### src/rtl/div_seq_pkg.sv
// div_seq_pkg: shared state encodings and handshake constants for the divide sequencer
package div_seq_pkg;
  typedef enum logic [1:0] {
    DivFree   = 2'b00,
    DivByZero = 2'b01,
    DivOn     = 2'b10,
    DivEnd    = 2'b11
  } div_state_e;
  localparam logic DivResultReady    = 1'b1;
  localparam logic DivResultNotReady = 1'b0;
  localparam logic DivStart          = 1'b1;
  localparam logic DivStop           = 1'b0;
  localparam logic [31:0] ZeroWord   = 32'h0;
endpackage

### src/rtl/div_seq_if.sv
// div_seq_if: execute-stage <-> divider handshake bundle
interface div_seq_if #(parameter int DW = 32) ();
  logic          signed_div_i;
  logic [DW-1:0] opdata1_i;
  logic [DW-1:0] opdata2_i;
  logic          start_i;
  logic          annul_i;
  logic [2*DW-1:0] result_o;
  logic          ready_o;
  logic          stall_req_o;
  modport master (
    output signed_div_i, opdata1_i, opdata2_i, start_i, annul_i,
    input  result_o, ready_o, stall_req_o
  );
  modport slave (
    input  signed_div_i, opdata1_i, opdata2_i, start_i, annul_i,
    output result_o, ready_o, stall_req_o
  );
endinterface

### src/rtl/div_seq.sv
// div_seq: restoring shift-subtract divider, one quotient bit per cycle, result held until start drops
module div_seq
  import div_seq_pkg::*;
#(
  parameter int DW = 32
) (
  input  logic     clk,
  input  logic     rst,
  div_seq_if.slave bus
);
  localparam int CW = $clog2(DW) + 1;
  div_state_e      r_state, w_next;
  logic [CW-1:0]   r_cnt;
  logic [2*DW-1:0] r_work, r_result;
  logic [DW-1:0]   r_dvs;
  logic            r_sa, r_sb;
  logic [DW:0]     w_diff;
  logic            w_go, w_done, w_ready, w_na, w_nb;
  logic [DW-1:0]   w_a, w_b, w_q, w_r;
  assign w_go    = (bus.start_i == DivStart) && !bus.annul_i;
  assign w_done  = r_cnt == CW'(DW);
  assign w_na    = bus.signed_div_i && bus.opdata1_i[DW-1];
  assign w_nb    = bus.signed_div_i && bus.opdata2_i[DW-1];
  assign w_a     = w_na ? -bus.opdata1_i : bus.opdata1_i;
  assign w_b     = w_nb ? -bus.opdata2_i : bus.opdata2_i;
  // high half plus next dividend bit can exceed DW bits; MSB of the DW+1 difference is the borrow
  assign w_diff  = r_work[2*DW-1:DW-1] - {1'b0, r_dvs};
  assign w_q     = (r_sa ^ r_sb) ? -r_work[DW-1:0] : r_work[DW-1:0];
  assign w_r     = r_sa ? -r_work[2*DW-1:DW] : r_work[2*DW-1:DW];
  assign w_ready = (r_state == DivEnd) ? DivResultReady : DivResultNotReady;
  assign bus.ready_o     = w_ready;
  assign bus.result_o    = r_result;
  assign bus.stall_req_o = w_go && !w_ready;
  always_ff @(posedge clk) begin
    if (rst) r_state <= DivFree;
    else r_state <= w_next;
  end
  always_comb begin
    w_next = r_state;
    case (r_state)
      DivFree:   w_next = !w_go ? DivFree : (bus.opdata2_i == DW'(ZeroWord)) ? DivByZero : DivOn;
      DivByZero: w_next = DivEnd;
      DivOn:     w_next = bus.annul_i ? DivFree : w_done ? DivEnd : DivOn;
      DivEnd:    w_next = (bus.start_i == DivStop) ? DivFree : DivEnd;
      default:   w_next = DivFree;
    endcase
  end
  always_ff @(posedge clk) begin
    if (rst) begin
      r_cnt    <= '0;
      r_work   <= '0;
      r_dvs    <= '0;
      r_sa     <= 1'b0;
      r_sb     <= 1'b0;
      r_result <= '0;
    end else begin
      if (r_state == DivFree && w_next == DivOn) begin
        r_cnt  <= '0;
        r_work <= {{DW{1'b0}}, w_a};
        r_dvs  <= w_b;
        r_sa   <= w_na;
        r_sb   <= w_nb;
      end else if (r_state == DivOn && !bus.annul_i && !w_done) begin
        r_cnt  <= r_cnt + CW'(1);
        r_work <= w_diff[DW] ? {r_work[2*DW-2:0], 1'b0} : {w_diff[DW-1:0], r_work[DW-2:0], 1'b1};
      end
      if (r_state == DivByZero || (r_state == DivEnd && w_next == DivFree)) r_result <= '0;
      else if (r_state == DivOn && w_next == DivEnd) r_result <= {w_r, w_q};
    end
  end
endmodule

### src/flat_wrapper.sv
// flat-port wrapper written by rule: the top's interface ports become plain ports
module div_seq_flat import div_seq_pkg::*;
#(
  parameter int DW = 32
)
  (clk, rst, bus_signed_div_i, bus_opdata1_i, bus_opdata2_i, bus_start_i, bus_annul_i, bus_result_o, bus_ready_o, bus_stall_req_o);
  div_seq_if #(.DW(DW)) bus_i ();
  input  logic clk;
  input  logic rst;
  input wire logic [$bits(bus_i.signed_div_i)-1:0] bus_signed_div_i;
  input wire logic [$bits(bus_i.opdata1_i)-1:0] bus_opdata1_i;
  input wire logic [$bits(bus_i.opdata2_i)-1:0] bus_opdata2_i;
  input wire logic [$bits(bus_i.start_i)-1:0] bus_start_i;
  input wire logic [$bits(bus_i.annul_i)-1:0] bus_annul_i;
  output wire logic [$bits(bus_i.result_o)-1:0] bus_result_o;
  output wire logic [$bits(bus_i.ready_o)-1:0] bus_ready_o;
  output wire logic [$bits(bus_i.stall_req_o)-1:0] bus_stall_req_o;
  assign bus_i.signed_div_i = bus_signed_div_i;
  assign bus_i.opdata1_i = bus_opdata1_i;
  assign bus_i.opdata2_i = bus_opdata2_i;
  assign bus_i.start_i = bus_start_i;
  assign bus_i.annul_i = bus_annul_i;
  assign bus_result_o = bus_i.result_o;
  assign bus_ready_o = bus_i.ready_o;
  assign bus_stall_req_o = bus_i.stall_req_o;
  div_seq #(.DW(DW)) u_core (.clk(clk), .rst(rst), .bus(bus_i));
endmodule
### config.mk
export PLATFORM = sky130hd
export DESIGN_NAME = div_seq_flat
export DESIGN_NICKNAME = d
export VERILOG_FILES = /design/src/rtl/div_seq_pkg.sv /design/src/rtl/div_seq_if.sv /design/src/rtl/div_seq.sv /design/src/flat_wrapper.sv
export SDC_FILE = /design/constraint.sdc
export NUM_CORES = 1
export LEC_CHECK = 0
export BUFFER_PORTS_ARGS = -buffer_cell sky130_fd_sc_hd__buf_2
export CORE_MARGIN = 2
export CORE_UTILIZATION = 55
export DETAILED_ROUTE_END_ITERATION = 10
export PLACE_DENSITY = 0.76
export REMOVE_ABC_BUFFERS = 1
export SKIP_CTS_REPAIR_TIMING = 1
export SLEW_MARGIN = 30
export SYNTH_ARGS = -nofsm -noshare
export SYNTH_HDL_FRONTEND = slang
export SYNTH_SLANG_ARGS = --single-unit
### constraint.sdc
create_clock -name clk -period 4 [get_ports clk]
set_input_delay 0.2 -clock clk [delete_from_list [all_inputs] [get_ports clk]]
set_output_delay 0.2 -clock clk [all_outputs]
set_load 0.02 [all_outputs]
==> flow_metrics.py <==
metrics = {
    "timing": {
        "fin_crit_ps": 3410,
        "worst_pin_slew_ps": 963,
        "rsz0062_at_grt": "no",
        "relSlewSlack_pct": 35.7,
        "finalHoldViolCount": 0,
        "fin_worst_skew_ps": 8.86,
        "tns_ps": 0,
        "drv_slew": 0,
        "hold-worst-slack_ps": 71.1,
        "fin_crit_sh_pct": 85.2,
        "max_freq_mhz": 293,
        "setup_viol": 0,
    },
    "route": {
        "ant_nets": 0,
        "drt_iter0_drc": 858,
        "via_per_inst": 5.88,
        "drc": 0,
        "dr.pass1.iters": 5,
        "wl_um": 28500,
        "wire_per_inst_um": 16.0,
        "vias": 10500,
    },
    "global_routing": {
        "track_usage_pct": 27.4,
        "gr-usage-met3_pct": 3.91,
        "met2_usage_pct": 41.9,
        "grt_first_pass_wirelength_um": 46000,
        "grt_overflow": 0,
        "use_met1_pct": 40.7,
        "grt_pass1_vias": 9355,
        "antenna_found_initial": 0,
        "top_usage_layer": "met2",
        "grt_max_degree": 103,
    },
    "clock_network": {
        "path_clk_slew_ps": 60,
        "numCtsBuffers": 17,
        "cts-root-buf": "clkbuf_16",
        "insertion_delay_ps": 420,
        "cts_tree": "done",
        "clk_path_buf_depth": 2,
        "cts_num_sinks": 170,
        "cts_max_level": 4,
    },
    "floorplan": {
        "core_um2": 19400,
        "num_io_pins": 135,
        "std_cell_rows": 51,
        "die_x_um": 144,
        "fp.dieArea_um2": 20800,
        "die_h_um": 144,
        "start_util_pct": 55.7,
    },
    "synth": {
        "ys_seq_elements": 170,
        "synthFlopType": "dfxtp_1",
        "synth_top_family_by_area": "compound AO/OA/AOI/OAI gates",
        "synth-async-reset-ratio_pct": 0,
        "synthXorXnorAreaFrac_pct": 12.2,
        "synthCells": 1426,
        "yosys_warnings": 0,
        "synth-edff-count": 0,
        "avgSynthCellArea_um2": 7.57,
        "synth_seq_area_share_pct": 31.5,
        "synth_fa_ha_area_share_pct": 4.59,
        "synth-simple-area-share_pct": 20.7,
        "syn_area_um2": 10800,
        "synth-compound-area-share_pct": 25.3,
        "synth_mux_area_share_pct": 0.278,
        "ys_types": 57,
    },
    "cells_and_area": {
        "antennaDiodeCount": 0,
        "final.fill_count": 1782,
        "final_util_pct": 63.2,
        "syn_to_final_growth_pct": 13.4,
        "drive_above_1_share_pct": 13.1,
        "final_nets": 1617,
    },
    "run_status": {
        "status": "complete, no violations",
    },
    "placement": {
        "gp_congestion": 0.968,
        "hpwlAfterDp_um": 21000,
        "numPortBuffers": 134,
    },
    "critical_path": {
        "slowest_stage": "a31oi_1",
        "crit_type": "flop to flop",
        "crit_arrival_ps": 3710,
        "path_max_fanout": 26,
        "startpoint_type": "flop",
        "cp.required_ps": 4300,
        "critPathMaxStageDelay_ps": 650,
        "timing.rr.start": "u_core.r_work[42]",
        "crit_path_start": "u_core.r_work[42]",
        "worst_setup_path_end_kind": "flop",
        "crit_chain": "ha_1, a21oi_1, o21ai_0, a211oi_1, nand2_1, a31oi_1, xor2_2, buf_4, nor2_1, a211oi_1, nor2_1",
    },
    "power": {
        "switching_share_pct": 30.4,
        "internal-power_mw": 3.26,
        "switching_power_mw": 1.42,
        "p_clk_share_pct": 38.0,
        "p_seq_share_pct": 38.8,
        "peakVddDrop_v": 0.000327,
        "comb_power_share_pct": 23.2,
        "p_leak_nw": 4.91,
        "cellPowerDensity_nw_per_um2": 382,
    },
    "min_path": {
        "hp-start": "bus_opdata2_i[31]",
        "hold_class": "input port to flop",
    },
    "job": {
        "maxCapViolations": 0,
    },
}
==> path summary, 6_finish.rpt <==
path	to	slack (ps)	depth (start not counted)
min reg2reg	u_core.bus.result_o[17]	450	2
min	u_core.r_dvs[31]	70	3
max reg2reg	u_core.r_work[46]	590	11
max	u_core.r_work[46]	590	11
==> power by group through the flow <==
stage / clock network (mW) / registers [mW] / logic (mW)
floorplan: 0 / 1.83 / 0.764
global placement: 0 / 1.85 / 1.05
detailed placement: 0 / 1.85 / 1.06
CTS: 1.79 / 1.81 / 1.07
global route: 1.85 / 1.82 / 1.20
finish: 1.78 / 1.82 / 1.08
==> cell families after synthesis <==
group,after synthesis
xor+xnor,150
fa+ha+maj,39
simple gates,503
compound gates,417
mux,3
flops,170
buf+inv,144
==> critical path, delay by kind of cell, from the launching register on <==
kind / cells / cell delay (ps)
simple gates: 3 / 330
compound gates: 5 / 1440
xor+xnor: 1 / 340
flops: 1 / 470
buf+inv: 1 / 340
fa+ha+maj: 1 / 360
==> final cells by class <==
class	count	area, um2	share of cell area [%]
Sequential cell	170	3400	27.8
Timing Repair Buffer	151	823	6.72
Clock buffer	21	470	3.84
Clock inverter	10	164	1.34
Inverter	57	214	1.75
Multi-Input combinational cell	1112	6850	55.9
Tap cell	265	332	2.71
==> state kept, by name, indices dropped and copies added (netlist names) <==
| name | flops |
|---|---|
| u_core.r_sb | 1 |
| u_core.bus.result_o | 64 |
| u_core.r_cnt | 6 |
| u_core.r_dvs | 32 |
| u_core.r_state | 2 |
| u_core.r_work | 64 |
| u_core.r_sa | 1 |
==> per-stage QoR <==
step	power [mW]	cell area, um2	cells	setup WS [ps]
CTS	4.68	12300	1786	622
floorplan	2.60	10400	1339	-3580
detailed placement	2.91	11600	1755	640
global placement	2.90	11600	1755	770
global route	4.87	12300	1786	278
finish	4.68	12300	1786	590
==> layout by cell type, fill, tap and decap left out, drive strengths merged, types with 5 or more instances in the layout <==
cell type,n
nor2,195
xor2,82
inv,58
o31ai,19
clkbuf,21
xnor2,68
o41ai,12
nand2b,14
nand4,11
and2,12
o21bai,8
and3,9
a311oi,18
ha,38
o21ai,70
nor4,15
or4,11
nand2,170
a31oi,30
a221oi,18
a21oi,108
o211ai,5
nor3,20
a211oi,83
a21o,23
dfxtp,170
nand3,20
nor2b,10
or3,6
buf,151
==> synth_stat cells (12+ instances only) <==
library cell	number	share of area (%)
a311oi_1	18	1.5
a31oi_1	30	1.7
nand2b_1	14	0.81
nor2_1	192	6.7
nor4_1	15	0.87
o21ai_0	65	3.0
dfxtp_1	170	32
a221oi_1	18	1.5
a21oi_1	108	5.0
inv_1	57	2.0
ha_1	38	4.4
o41ai_1	12	0.97
xnor2_1	68	5.5
a211oi_1	83	5.8
xor2_1	82	6.6
nor3_1	20	0.93
o31ai_1	19	1.3
a21o_1	23	1.6
nand2_1	169	5.9
nand3_1	20	0.93
clkbuf_1	67	2.3
==> layer usage <==
metal | vias up | part of all wire [%]
met5 | - | 0
met4 | 0 | 1.1
met3 | 27 | 7.3
met2 | 399 | 43
met1 | 4830 | 48
li1 | 5245 | -
No activity file was read; power rests on OpenSTA's default activity.
